### config.mk
export PLATFORM = sky130hd
export DESIGN_NAME = icache_direct
export DESIGN_NICKNAME = d
export VERILOG_FILES = /design/src/rtl/cpu_pkg.sv /design/src/rtl/icache_line_store.sv /design/src/rtl/icache_direct.sv
export SDC_FILE = /design/constraint.sdc
export NUM_CORES = 1
export LEC_CHECK = 0
export CAP_MARGIN = 10
export CORE_ASPECT_RATIO = 1.4
export CORE_MARGIN = 1
export CORE_UTILIZATION = 25
export CTS_CLUSTER_DIAMETER = 150
export DETAILED_ROUTE_END_ITERATION = 6
export SKIP_CTS_REPAIR_TIMING = 1
export SLEW_MARGIN = 20
export SYNTH_ARGS = -nofsm -noshare
export SYNTH_HDL_FRONTEND = slang
export SYNTH_SLANG_ARGS = --single-unit
### constraint.sdc
create_clock -name clk -period 8.6 [get_ports clk]
set_clock_uncertainty 0.1 [all_clocks]
set_input_delay 1.72 -clock clk [delete_from_list [all_inputs] [get_ports clk]]
set_output_delay 1.72 -clock clk [all_outputs]
set_load 0.02 [all_outputs]
### src/rtl/cpu_pkg.sv
// Shared core types and widths.
// Used by the fetch-side instruction cache.
package cpu_pkg;

   localparam int INSTR_W = 16;
   localparam int ADDR_W  = 16;
   localparam int LINE_W  = 64;
   localparam int OFF_W   = 2;

   typedef enum logic {
      IDLE,
      WAIT
   } icache_state_t;

   function automatic logic [INSTR_W-1:0] line_word(
      input logic [LINE_W-1:0] line,
      input logic [OFF_W-1:0]  off
   );
      return line[{off, 4'h0} +: INSTR_W];
   endfunction

endpackage

### src/rtl/icache_line_store.sv
// Valid/tag/data arrays of the direct-mapped I-cache.
// Flop based, combinational read, one write port.
module icache_line_store
   import cpu_pkg::*;
#(
   parameter int LINES = 8,
   parameter int TAG_W = 11,
   localparam int IB   = $clog2(LINES)
)(
   input  logic              clk,
   input  logic              rst,
   input  logic [IB-1:0]     rd_idx,
   output logic              rd_valid,
   output logic [TAG_W-1:0]  rd_tag,
   output logic [LINE_W-1:0] rd_line,
   input  logic              wr_en,
   input  logic [IB-1:0]     wr_idx,
   input  logic [TAG_W-1:0]  wr_tag,
   input  logic [LINE_W-1:0] wr_data,
   input  logic              wr_valid,
   input  logic              clear_all
);

   logic [LINES-1:0]  valid_q;
   logic [TAG_W-1:0]  tag_q  [LINES];
   logic [LINE_W-1:0] data_q [LINES];

   assign rd_valid = valid_q[rd_idx];
   assign rd_tag   = tag_q[rd_idx];
   assign rd_line  = data_q[rd_idx];

   // Valid bits: the fill write wins over a same-cycle clear.
   always_ff @(posedge clk) begin
      if (rst) begin
         valid_q <= '0;
      end else begin
         if (clear_all)
            valid_q <= '0;
         if (wr_en)
            valid_q[wr_idx] <= wr_valid;
      end
   end

   // Tag and data payload, no reset needed.
   always_ff @(posedge clk) begin
      if (wr_en) begin
         tag_q[wr_idx]  <= wr_tag;
         data_q[wr_idx] <= wr_data;
      end
   end

endmodule

### src/rtl/icache_direct.sv
// Direct-mapped instruction cache with line refill,
// whole-cache flush and a saturating miss counter.
module icache_direct
   import cpu_pkg::*;
#(
   parameter int LINES = 8,
   parameter int WORDS = 4
)(
   input  logic              clk,
   input  logic              rst,
   input  logic              rd_en,
   input  logic [ADDR_W-1:0] addr,
   input  logic              flush,
   output logic [INSTR_W-1:0] instr,
   output logic              hit,
   output logic              stall,
   output logic              mem_req,
   output logic [ADDR_W-1:0] mem_addr,
   input  logic              mem_rdy,
   input  logic [LINE_W-1:0] mem_data,
   output logic [15:0]       miss_cnt
);

   localparam int OFF_B = $clog2(WORDS);
   localparam int IB    = $clog2(LINES);
   localparam int TAG_W = ADDR_W - OFF_B - IB;
   localparam int LA_W  = ADDR_W - OFF_B;

   icache_state_t state_q, state_d;

   logic [LA_W-1:0]   miss_line_q;
   logic              drop_q;
   logic [15:0]       miss_cnt_q;

   logic [IB-1:0]     cur_idx;
   logic [TAG_W-1:0]  cur_tag;
   logic [IB-1:0]     fill_idx;
   logic [TAG_W-1:0]  fill_tag;
   logic              rd_valid;
   logic [TAG_W-1:0]  rd_tag;
   logic [LINE_W-1:0] rd_line;
   logic              miss;
   logic              fill;

   assign cur_idx  = addr[OFF_B +: IB];
   assign cur_tag  = addr[ADDR_W-1 -: TAG_W];
   assign fill_idx = miss_line_q[IB-1:0];
   assign fill_tag = miss_line_q[LA_W-1 -: TAG_W];

   icache_line_store #(
      .LINES (LINES),
      .TAG_W (TAG_W)
   ) u_store (
      .clk       (clk),
      .rst       (rst),
      .rd_idx    (cur_idx),
      .rd_valid  (rd_valid),
      .rd_tag    (rd_tag),
      .rd_line   (rd_line),
      .wr_en     (fill),
      .wr_idx    (fill_idx),
      .wr_tag    (fill_tag),
      .wr_data   (mem_data),
      .wr_valid  (!drop_q && !flush),
      .clear_all (flush && !rst)
   );

   // Lookup, stall and next-state; all quiet while in reset.
   always_comb begin
      state_d = state_q;
      hit     = 1'b0;
      stall   = 1'b0;
      miss    = 1'b0;
      fill    = 1'b0;
      if (!rst) begin
         unique case (state_q)
            IDLE: begin
               if (rd_en) begin
                  if (rd_valid && rd_tag == cur_tag) begin
                     hit = 1'b1;
                  end else begin
                     stall   = 1'b1;
                     miss    = 1'b1;
                     state_d = WAIT;
                  end
               end
            end
            WAIT: begin
               stall = 1'b1;
               if (mem_rdy) begin
                  fill    = 1'b1;
                  state_d = IDLE;
               end
            end
         endcase
      end
   end

   assign instr    = hit ? line_word(rd_line, addr[OFF_B-1:0]) : '0;
   assign mem_req  = !rst && state_q == WAIT;
   assign mem_addr = {miss_line_q, {OFF_B{1'b0}}};
   assign miss_cnt = miss_cnt_q;

   // State register.
   always_ff @(posedge clk) begin
      if (rst)
         state_q <= IDLE;
      else
         state_q <= state_d;
   end

   // Capture the line address of the access that missed.
   always_ff @(posedge clk) begin
      if (rst)
         miss_line_q <= '0;
      else if (miss)
         miss_line_q <= addr[ADDR_W-1:OFF_B];
   end

   // A flush while a refill is in flight marks that line stale.
   always_ff @(posedge clk) begin
      if (rst)
         drop_q <= 1'b0;
      else if (fill)
         drop_q <= 1'b0;
      else if (state_q == WAIT && flush)
         drop_q <= 1'b1;
   end

   // Saturating miss counter.
   always_ff @(posedge clk) begin
      if (rst)
         miss_cnt_q <= '0;
      else if (miss && miss_cnt_q != 16'hFFFF)
         miss_cnt_q <= miss_cnt_q + 16'd1;
   end

endmodule

**Word-level counts from Yosys, hierarchy flattened**

Memory sizes are Yosys's and may differ from the RTL's.
Index checks and enable logic that the tools add are counted.

- Memories kept: 2
- Input bits: 85
- Register bits: 40
- Word-level logic and storage cells: 52
- Bits in writable memories: 600
- Output and inout bits: 51

- Reduce and logical (&&, ||, !) cells: 11
- Bitwise logic cells: 1
- Eq/ne operators: 2
- Mux-type cells: 26
- Add/sub/neg operators: 1
- Shifts and indexed selects: 1
- $lt $le $gt $ge: 3

Memories:

| name | depth | width | rd ports | clocked after Yosys merged registers in | write ports | RTL line | source |
|---|---|---|---|---|---|---|---|
| u_store.data_q | 8 | 64 | 1 | 0 | 1 | icache_line_store.sv:26 | `logic [LINE_W-1:0] data_q [LINES];` |
| u_store.tag_q | 8 | 11 | 1 | 0 | 1 | icache_line_store.sv:25 | `logic [TAG_W-1:0] tag_q [LINES];` |

Operators by type and width:

| kind | number |
|---|---|
| $shiftx 64x7->16 | 1 |
| $mux 8 | 3 |
| $mux 1 | 17 |
| $add 16x1->16 const B | 1 |
| $mux 16 | 1 |
| $ne 16x16->1 const B | 1 |
| $eq 11x11->1 | 1 |
| $bwmux 8 | 1 |
| $lt 3x4->1 const B | 2 |
| $logic_and 1x1->1 | 7 |
| $pmux 1 s2 | 2 |
| $bmux 1 s3 | 1 |
| $demux 1 s3 | 1 |
| $ge 3x1->1 const B | 1 |
| $logic_not 1->1 | 3 |
| $reduce_or 2->1 | 1 |
| $not 1->1 | 1 |

**Logic depth before layout (Yosys ltp)**

Gate-level depths: netlist (run 1).

- Word-level depth: 8
- Gate-level depth with buffers: 12
- Mapped depth without buffers: 8

**Cells and area by module**

From an unflattened synthesis (run 1), not the netlist that was laid out.

- Cell total of the unflattened synthesis: 1152
- Area, all modules: 25082.8 µm²

Modules (own cells, without submodules):

| module | area each (µm²) | cells an instance | seq. area each (µm²) | times used |
|---|---|---|---|---|
| icache_line_store | 22949.5 | 916 | 18177.4 | 1 |
| icache_direct | 2133.3 | 236 | 640.6 | 1 |

**Worst setup path before layout (run 1)**

OpenSTA, ideal clock, no wires.

- Path type: input to register
- Start point: in rst
- End point: reg u_store.valid_q[0]
- Path buffers: 1
- Required time: 8372 ps
- Data arrival time: 7939 ps
- Stages: 5
- Slack: 433 ps
- Cells stage by stage: clkbuf_1 -> or3_1 -> nor3_1 -> nand2b_1 -> a21oi_1

- Longest elaborated chain between the ends: 6
- Elaborated cells between the ends (all ways): 7

RTL lines:

| item | RTL line | source |
|---|---|---|
| from (decl) | icache_direct.sv:10 | `input logic rst,` |
| $logic_not 1->1 | icache_direct.sv:65 | `.clear_all (flush && !rst)` |
| $logic_and 1x1->1 | icache_direct.sv:65 |  |
| $mux 8 | icache_line_store.sv:37 | `if (clear_all)` |
| $mux 8 | icache_line_store.sv:34 | `if (rst) begin` |
| $bwmux 8 | icache_line_store.sv:40 | `valid_q[wr_idx] <= wr_valid;` |
| $mux 8 | icache_line_store.sv:39 | `if (wr_en)` |
| to (signal, indexed assignment) | icache_line_store.sv:40 |  |
| to (decl) | icache_line_store.sv:24 | `logic [LINES-1:0] valid_q;` |

Parallel ways exist; a longest one is shown, timed or not. The select of a mux whose other input is x is not followed.
A chain may end at the register's enable or synchronous reset.

**Worst setup path after layout (run 1)**

- Start point: in addr[2]
- End point: out instr[0]

- Longest elaborated chain between the ends: 8
- Elaborated cells between the ends (all ways): 12

RTL lines:

| item | RTL line | source |
|---|---|---|
| from (decl) | icache_direct.sv:12 | `input logic [ADDR_W-1:0] addr,` |
| $mem_v2 8x11 or $bmux 1 s3 (tied branches) | n/a |  |
| $eq 11x11->1 or $mux 1 (tied branches) | icache_direct.sv:79, icache_line_store.sv:28 |  |
| $logic_and 1x1->1 | icache_direct.sv:79 | `if (rd_valid && rd_tag == cur_tag) begin` |
| $mux 1 | icache_direct.sv:79 |  |
| $mux 1 | icache_direct.sv:78 | `if (rd_en) begin` |
| $mux 1 | icache_direct.sv:76 | `unique case (state_q)` |
| $mux 1 | icache_direct.sv:75 | `if (!rst) begin` |
| $mux 16 (*) | icache_direct.sv:99 | `assign instr = hit ? line_word(rd_line, addr[OFF_B-1:0]) : '0;` |
| to (decl) | icache_direct.sv:14 | `output logic [INSTR_W-1:0] instr,` |

Mark *: on every way between the ends. The rest lies on a longest branch, timed or not. The select of a mux whose other input is x is not followed.

==> results of run 1 <==
stage by stage:
step / hold slack [ns] / power, mW / setup slack (ns)
3_5_place_dp: 0.370 / 3.85 / 1.52
3_3_place_gp: 0.358 / 3.85 / 1.42
6_report: 0.377 / 6.57 / 1.55
4_1_cts: 0.380 / 6.65 / 1.50
5_1_grt: 0.403 / 6.78 / 1.27
2_1_floorplan: 0.347 / 3.70 / 0.433
power by group:
part	internal [mW]	leakage, nW	switching (mW)
registers	3.43	5.71	0.0177
clock network	1.63	1.04	1.16
logic	0.158	2.43	0.173
worst min-delay path by stage:
stage                              end  slack [ns]
finish              u_store.valid_q[1]        0.38
global route        u_store.valid_q[1]        0.40
CTS                 u_store.valid_q[1]        0.38
detailed placement  u_store.valid_q[1]        0.37
global placement    u_store.valid_q[1]        0.36
floorplan           u_store.valid_q[1]        0.35
logic make-up (layout without fill, tap and decap cells):
logic type               Yosys count  in the layout  synth area share, %
flip-flops                       640            640                 75.7
multiplexers                     237            237                 18.4
AND/OR/NAND/NOR                  133            133                 2.87
buffers and inverters             65            286                 1.32
AO/OA/AOI/OAI                     43             43                 1.19
XOR/XNOR                          11             11                0.388
adder cells (fa/ha/maj)            1              1               0.0503
other                              1              4               0.0151
state kept, by name, summed over array words and instances (netlist names):
register         cells
state_q              1
u_store.data_q     512
drop_q               1
miss_line_q         14
miss_cnt            16
u_store.valid_q      8
u_store.tag_q       88
layout make-up:
type                    count  share of cell area, %
flip-flops and latches    640                   62.9
multi-input cells         427                   19.3
clock buffers              93                   6.29
well taps                1311                   5.48
repair buffers            159                   5.18
clock inverters            28                  0.795
inverters                   6                 0.0753
diodes                      2                 0.0167
worst max-delay path, stage by stage:
cell and delay (ns):
buf_8 0.48, mux4_2 0.59, mux2i_1 0.18, xnor2_1 0.10
nor2_1 0.28, nand4_1 0.15, nor4_1 0.34, nand2_1 0.08
buf_4 0.23, nor2_1 0.34, clkdlybuf4s50_1 0.67
layer usage:
metal | global-route usage, % | vias up | wire (microns)
li1 | - | 5101 | -
met1 | 13.9 | 6277 | 23600
met2 | 20.3 | 306 | 29800
met3 | 2.50 | 106 | 2870
met4 | 3.60 | 12 | 1350
met5 | 0 | - | 69
synth_stat cells, drive strengths merged:
master | instances | share of area, %
a211oi | 5 | 0.15
a21boi | 1 | 0.030
a21oi | 10 | 0.20
a221oi | 5 | 0.20
and2 | 1 | 0.025
and3 | 5 | 0.13
buf | 29 | 0.78
clkbuf | 30 | 0.45
conb | 1 | 0.015
dfxtp | 40 | 3.2
edfxtp | 600 | 73
ha | 1 | 0.050
inv | 6 | 0.091
mux2 | 26 | 1.2
mux2i | 37 | 1.5
mux4 | 174 | 16
nand2 | 19 | 0.29
nand2b | 7 | 0.19
nand3 | 10 | 0.20
nand4 | 6 | 0.18
nand4b | 1 | 0.035
nor2 | 34 | 0.51
nor2b | 19 | 0.48
nor3 | 10 | 0.20
nor4 | 3 | 0.14
o211ai | 5 | 0.15
o21ai | 6 | 0.12
o21ba | 1 | 0.040
o22ai | 4 | 0.10
o2bb2ai | 1 | 0.035
o311ai | 1 | 0.035
o31ai | 4 | 0.12
or2 | 1 | 0.025
or3 | 8 | 0.20
or3b | 1 | 0.035
or4 | 8 | 0.24
xnor2 | 9 | 0.32
xor2 | 2 | 0.071
==> reports/results.tsv, run 1 <==
stage	metric	value	unit
outcome	status	completed	
sta	final_max_slew_viol_count	0	
layout	multiInputGateArea	5760	sq um
synthesis	ys_ff_latch	640	
layout	layout-drive-gt1-share	24.1	%
flow_run	maxCapViolations	0	
sta	hold_viol	0	
layout	final_util	30.4	%
place	port_buffers	133	
place	gp_congestion	0.734	
sta	setup_viol	0	
cts	cts_inserted_buffers	69	
worst_setup_path	critPathCapture	instr[0]	
layout	fin_cells	2666	
global_route	grt_max_degree	111	
global_route	grtUsageTotal	11.5	%
synthesis	ys_warn_count	0	
synthesis	seq_area_frac_synth	75.7	%
cts	path_clk_slew	0.06	ns
worst_setup_path	r2r-start	u_store.tag_q[6][1]	
cts	cts_htree_levels	3	
route	wl	57600	microns
layout	fillers	9573	
floorplanning	die_y	375	microns
layout	nNetsFinal	1389	
cts	worstSkewPairLatency	0.59	ns
route	route.vias.total	11802	
floorplanning	core	98400	sq um
sta	period_minus_slack	7.05	ns
worst_setup_path	reg2reg_slack	5.43	ns
sta	max_freq	142	MHz
global_route	first_global_vias	12657	
synthesis	synth_area	24800	sq um
hold_path	hold_path_class	flop to flop	
pwr	power.density	220	nW/um^2
layout	final_cell_mix	edfxtp_1 (600), mux4_2 (174), clkdlybuf4s50_1 (129), clkbuf_16 (72), dfxtp_1 (40)	
worst_setup_path	critPathLaunchType	input port	
synthesis	synth_area_per_cell	22.0	sq um
place	dp_cells	2543	
sta	rsz0062_at_grt	false	
floorplanning	rows	136	
layout	final_common_cell	edfxtp_1	
sta	finalSetupTns	0	ns
route	drtIter0Drc	790	
route	dr.pass1.iters	5	
floorplanning	ios	136	
worst_setup_path	r2r_cells	9	
cts	cts_sinks	640	
worst_setup_path	critPathCaptureType	output pin	
cts	cts_tree	built	
hold_path	hold_depth	2	
floorplanning	chipWidth	268	microns
cts	root_buffer	clkbuf_16	
global_route	grt_pass1_wl	84600	microns
place	postPlaceCellArea	27800	sq um
global_route	grt-ovfl-total	0	
route	wire_per_inst	21.6	microns
place	place_hpwl	34400	microns
synthesis	synthDistinctLibCells	48	
worst_setup_path	crit_start	addr[2]	
cts	ctsLongestPathBuffers	3	
layout	fin_area	29900	sq um
route	ant_nets	0	
pwr	irDropWorstVdd	0.164	mV
worst_setup_path	worstSetupPathType	input port to output pin	
synthesis	netlist_instances	1131	
pwr	p_leak	9.18	nW
global_route	antenna_found_initial	19	
route	vias_per_cell	4.43	
worst_setup_path	worst-endpoint-arrival	5.23	ns
floorplanning	design.die.area	101000	sq um
worst_setup_path	r2r-end	miss_line_q[13]	
hold_path	worstHoldStart	u_store.valid_q[1]	
sta	max_slew_margin	32.5	%
route	drc	0	
floorplanning	initial_core_util	25.3	%
worst_setup_path	critPathMaxFanout	63	
layout	area_delta_synth_final	20.4	%
layout	seqCellArea	18800	sq um
sta	period_share	82.0	%
sta	tightestPinTransition	1.01	ns
worst_setup_path	required	6.78	ns
Note: power is estimated with default switching activity, not from simulation.
==> run 2, diff against run 1 <==
==> constraint.sdc (replaced) <==
create_clock -name clk -period 6 [get_ports clk]
set_clock_uncertainty 0.1 [all_clocks]
set_input_delay 1.2 -clock clk [delete_from_list [all_inputs] [get_ports clk]]
set_output_delay 1.2 -clock clk [all_outputs]
set_load 0.02 [all_outputs]
==> reports/results.tsv, run 2 (synthesized netlist as in run 1, its figures left out) <==
stage	metric	value	unit
global_route	first_global_vias	12650	
route	vias_per_cell	4.42	
cts	cts_inserted_buffers	68	
layout	nNetsFinal	1391	
floorplanning	die_y	375	microns
flow_run	maxCapViolations	0	
layout	area_delta_synth_final	21.4	%
layout	final_cell_mix	edfxtp_1 (600), mux4_2 (174), clkdlybuf4s50_1 (129), clkbuf_16 (69), dfxtp_1 (40)	
place	gp_congestion	0.750	
route	drtIter0Drc	787	
worst_setup_path	worstSetupPathType	input port to output pin	
worst_setup_path	cp_common_cell	mux4_2	
place	port_buffers	133	
floorplanning	rows	136	
cts	root_buffer	clkbuf_16	
pwr	p_leak	9.25	nW
sta	rsz0062_at_grt	false	
cts	cts_tree	built	
floorplanning	ios	136	
worst_setup_path	required	4.70	ns
layout	largest_reg_flops	512	
pwr	power.density	317	nW/um^2
route	wl	57500	microns
sta	hold_viol	0	
layout	regMostFlops	u_store.data_q	
cts	ctsLongestPathBuffers	3	
route	drc	0	
cts	cts_sinks	640	
floorplanning	chipWidth	268	microns
worst_setup_path	critical_path_buf_inv_count	4	
sta	hold_slack	0.376	ns
floorplanning	design.die.area	101000	sq um
place	place_hpwl	33800	microns
layout	layout-drive-gt1-share	24.7	%
global_route	grt_max_degree	77	
sta	period_share	94.6	%
worst_setup_path	worst-endpoint-arrival	4.38	ns
route	wire_per_inst	21.5	microns
sta	setup_viol	0	
floorplanning	core	98400	sq um
worst_setup_path	critPathMaxFanout	39	
cts	path_clk_slew	0.05	ns
sta	finalSetupTns	0	ns
pwr	irDropWorstVdd	0.218	mV
worst_setup_path	cpMaxStageDelayCell	clkdlybuf4s50_1	
worst_setup_path	critPathLaunchType	input port	
global_route	grt_pass1_wl	84800	microns
route	route.vias.total	11812	
global_route	grt-ovfl-total	0	
hold_path	hold_path_class	flop to flop	
outcome	status	completed	
layout	final_common_cell	edfxtp_1	
route	ant_nets	0	
global_route	antenna_found_initial	22	
sta	max_freq	176	MHz
global_route	grtUsageTotal	11.5	%
cts	worstSkewPairLatency	0.61	ns
worst_setup_path	cpLargestDelayFamily	multiplexers	
sta	max_slew_margin	38.2	%
worst_setup_path	crit_path_cell_trace	buf_8, buf_12, buf_4, mux4_2, mux4_2, mux2i_1, nor2_1, clkdlybuf4s50_1	
worst_setup_path	critPathCaptureType	output pin	
sta	final_max_slew_viol_count	0	
route	dr.pass1.iters	5	
sta	tightestPinTransition	0.927	ns
floorplanning	initial_core_util	25.3	%
sta	period_minus_slack	5.68	ns
cts	cts_htree_levels	3	
worst_setup_path	max_stage_delay	0.56	ns
[run 2: changes by cell type in the layout (fill, tap and decap cells not counted), sizes merged]
cell,previous run,this run
buf,30,33
bufinv,3,6
clkbuf,93,82
clkinv,22,30
clkinvlp,1,2
diode,2,5
inv,8,9
[run 2: final timing paths]
check	startpoint	end	slack, ns	cells after the start
worst max-delay path	addr[2]	instr[1]	0.32	8
worst min-delay path	u_store.valid_q[0]	u_store.valid_q[0]	0.38	2
worst max register to register	u_store.tag_q[7][4]	miss_line_q[1]	2.74	8
worst min register to register	u_store.valid_q[0]	u_store.valid_q[0]	0.38	2
[run 2: worst reg2reg max path, stage by stage, from the launching register on]
cell and delay, ns:
edfxtp_1 0.36, mux4_2 0.46, mux2i_1 0.17, xor2_1 0.39, nand4_2 0.19, nor4_4 0.28, buf_4 0.33, nand2b_2 0.48
mux2_2 0.39
[run 2: power by group]
part / internal, mW / total, mW / switching (mW)
Clock: 2.40 / 4.12 / 1.72
Combinational: 0.233 / 0.484 / 0.251
Sequential: 4.92 / 4.94 / 0.0268
[run 2: routing by layer]
metal / GRT usage [%] / vias up / wire length [microns]
met2: 19.9 / 323 / 29700
met1: 14.1 / 6247 / 23500
met5: 0 / - / 67
met4: 3.95 / 10 / 1360
met3: 2.57 / 107 / 2930
li1: - / 5125 / -
[run 2: layout make-up]
class	instances	area, sq um
clock buffers	82	1780
inverters	6	22.5
multi-input cells	427	5770
flip-flops and latches	640	18800
diodes	5	12.5
repair buffers	162	1690
clock inverters	41	430
fillers	9550	68200
well taps	1311	1640
[run 2: stage by stage]
step	std cells	setup slack (ns)	cell area, sq um	util (%)	power, mW
after CTS	2669	0.333	30100	30.7	9.66
final	2674	0.324	30200	30.7	9.55
after global placement	2546	0.318	27900	28.4	5.52
after global routing	2671	0.108	30200	30.7	9.85
after detailed placement	2546	0.342	27900	28.4	5.53
after floorplan	1132	0.337	24900	-	5.31
==> run 3, diff against run 2 <==
--- a/config.mk
+++ b/config.mk
@@ -5,12 +5,13 @@
 export SDC_FILE = /design/constraint.sdc
 export NUM_CORES = 1
 export LEC_CHECK = 0
-export CAP_MARGIN = 10
-export CORE_ASPECT_RATIO = 1.4
+export CELL_PAD_IN_SITES_DETAIL_PLACEMENT = 1
+export CELL_PAD_IN_SITES_GLOBAL_PLACEMENT = 1
 export CORE_MARGIN = 1
 export CORE_UTILIZATION = 25
 export CTS_CLUSTER_DIAMETER = 150
 export DETAILED_ROUTE_END_ITERATION = 6
+export PLACE_DENSITY_LB_ADDON = 0.1
 export SKIP_CTS_REPAIR_TIMING = 1
 export SLEW_MARGIN = 20
 export SYNTH_ARGS = -nofsm -noshare
==> reports/results.tsv, run 3 (synthesized netlist as in run 1, its figures left out) <==
stage	metric	value	unit
outcome	status	completed	
layout	largest_reg_flops	512	
sta	max_slew_margin	32.2	%
layout	final_cell_mix	edfxtp_1 (600), mux4_2 (174), clkdlybuf4s50_1 (128), clkbuf_16 (80), dfxtp_1 (40)	
worst_setup_path	worstSetupPathType	input port to output pin	
pwr	p_total	9.85	mW
worst_setup_path	critPathCapture	instr[14]	
layout	fin_cells	2666	
route	ant_nets	0	
route	top_layer_used	met5	
floorplanning	rows	115	
global_route	antenna_found_initial	11	
place	gp_congestion	0.678	
worst_setup_path	required	4.70	ns
worst_setup_path	critPathCaptureType	output pin	
worst_setup_path	path_depth	9	
route	drc	0	
cts	cts_tree	built	
cts	cts_inserted_buffers	76	
route	dr.pass1.iters	4	
cts	worstSkewPairLatency	0.61	ns
place	port_buffers	133	
floorplanning	initial_core_util	25.2	%
sta	period_minus_slack	5.73	ns
sta	tightestPinTransition	1.01	ns
place	pre_cts_slack	0.116	ns
sta	hold_slack	0.378	ns
place	dp_cells	2524	
layout	final_util	30.9	%
cts	root_buffer	clkbuf_16	
sta	max_freq	175	MHz
layout	nNetsFinal	1401	
worst_setup_path	crit_path_cell_trace	buf_8, buf_4, buf_12, mux4_2, mux4_2, mux2i_2, nor2_1, buf_4, clkdlybuf4s50_1	
floorplanning	core	98400	sq um
worst_setup_path	max_stage_delay	0.59	ns
layout	layout-drive-gt1-share	24.7	%
layout	regMostFlops	u_store.data_q	
layout	fin_area	30400	sq um
floorplanning	ios	136	
floorplanning	chipWidth	317	microns
global_route	grtUsageTotal	13.6	%
worst_setup_path	r2r-end	miss_line_q[6]	
route	route.vias.total	11909	
layout	fillers	9906	
worst_setup_path	critical_path_buf_inv_count	5	
pwr	power.density	324	nW/um^2
route	met2_length	32100	microns
pwr	p_leak	9.37	nW
place	place_hpwl	36900	microns
sta	setup_viol	0	
worst_setup_path	reg2reg_slack	2.72	ns
floorplanning	design.die.area	101000	sq um
layout	final_common_cell	edfxtp_1	
place	postPlaceCellArea	28000	sq um
worst_setup_path	critPathMaxFanout	50	
worst_setup_path	cpMaxStageDelayCell	mux4_2	
floorplanning	die_y	317	microns
global_route	first_global_vias	13399	
pwr	irDropWorstVdd	0.156	mV
worst_setup_path	crit_start	addr[2]	
sta	final_max_slew_viol_count	0	
flow_run	maxCapViolations	0	
worst_setup_path	r2r_cells	8	
sta	rsz0062_at_grt	false	
worst_setup_path	r2r-start	u_store.tag_q[7][4]	
sta	hold_viol	0	
worst_setup_path	worst-endpoint-arrival	4.43	ns
hold_path	hold_depth	2	
route	vias_per_cell	4.47	
global_route	grt_max_degree	104	
layout	area_delta_synth_final	22.2	%
route	m1WireLength	30900	microns
route	route.met3.wl	2330	microns
cts	ctsLongestPathBuffers	3	
global_route	grt_pass1_wl	97600	microns
route	wl	66900	microns
hold_path	hold_path_class	flop to flop	
cts	cts_sinks	640	
route	drtIter0Drc	561	
sta	period_share	95.4	%
cts	path_clk_slew	0.06	ns
sta	fin_ws	0.275	ns
sta	finalSetupTns	0	ns
route	wire_per_inst	25.1	microns
worst_setup_path	critPathLaunchType	input port	
worst_setup_path	cpLargestDelayFamily	multiplexers	
global_route	grt-ovfl-total	0	
cts	cts_htree_levels	3	
## run 3: power breakdown
group | switching, mW | internal, mW | total, mW
sequential | 0.0286 | 4.92 | 4.95
combinational | 0.271 | 0.234 | 0.505
clock | 1.82 | 2.58 | 4.40
## run 3: metal layers
layer	vias to the layer above	GRT usage, %
li1	5134	-
met1	6446	18.4
met2	207	22.1
met3	106	2.54
met4	16	3.86
met5	-	0
## run 3: final cells by class
cell class                 count  area, sq um  share of cell area (%)
antenna                        1         2.50                 0.00824
clock buffer                 107         2140                    7.06
clock inverter                34          236                   0.779
inverter                       6         22.5                  0.0742
multi-input combinational    427         5780                    19.0
sequential                   640        18800                    62.0
tap                         1287         1610                    5.30
timing repair buffer         164         1760                    5.80
## run 3: worst min path at each step
stage | from | endpoint | slack (ns)
final | u_store.valid_q[0] | u_store.valid_q[0] | 0.38
after global routing | u_store.valid_q[0] | u_store.valid_q[0] | 0.41
after CTS | u_store.valid_q[0] | u_store.valid_q[0] | 0.38
after detailed placement | u_store.valid_q[0] | u_store.valid_q[0] | 0.37
after global placement | u_store.valid_q[1] | u_store.valid_q[1] | 0.36
after floorplan | u_store.valid_q[1] | u_store.valid_q[1] | 0.35
## run 3: worst min-delay path, stage by stage (launching register included)
cell and delay, ns:
dfxtp_1 0.31, nand2b_1 0.06, a21oi_1 0.06
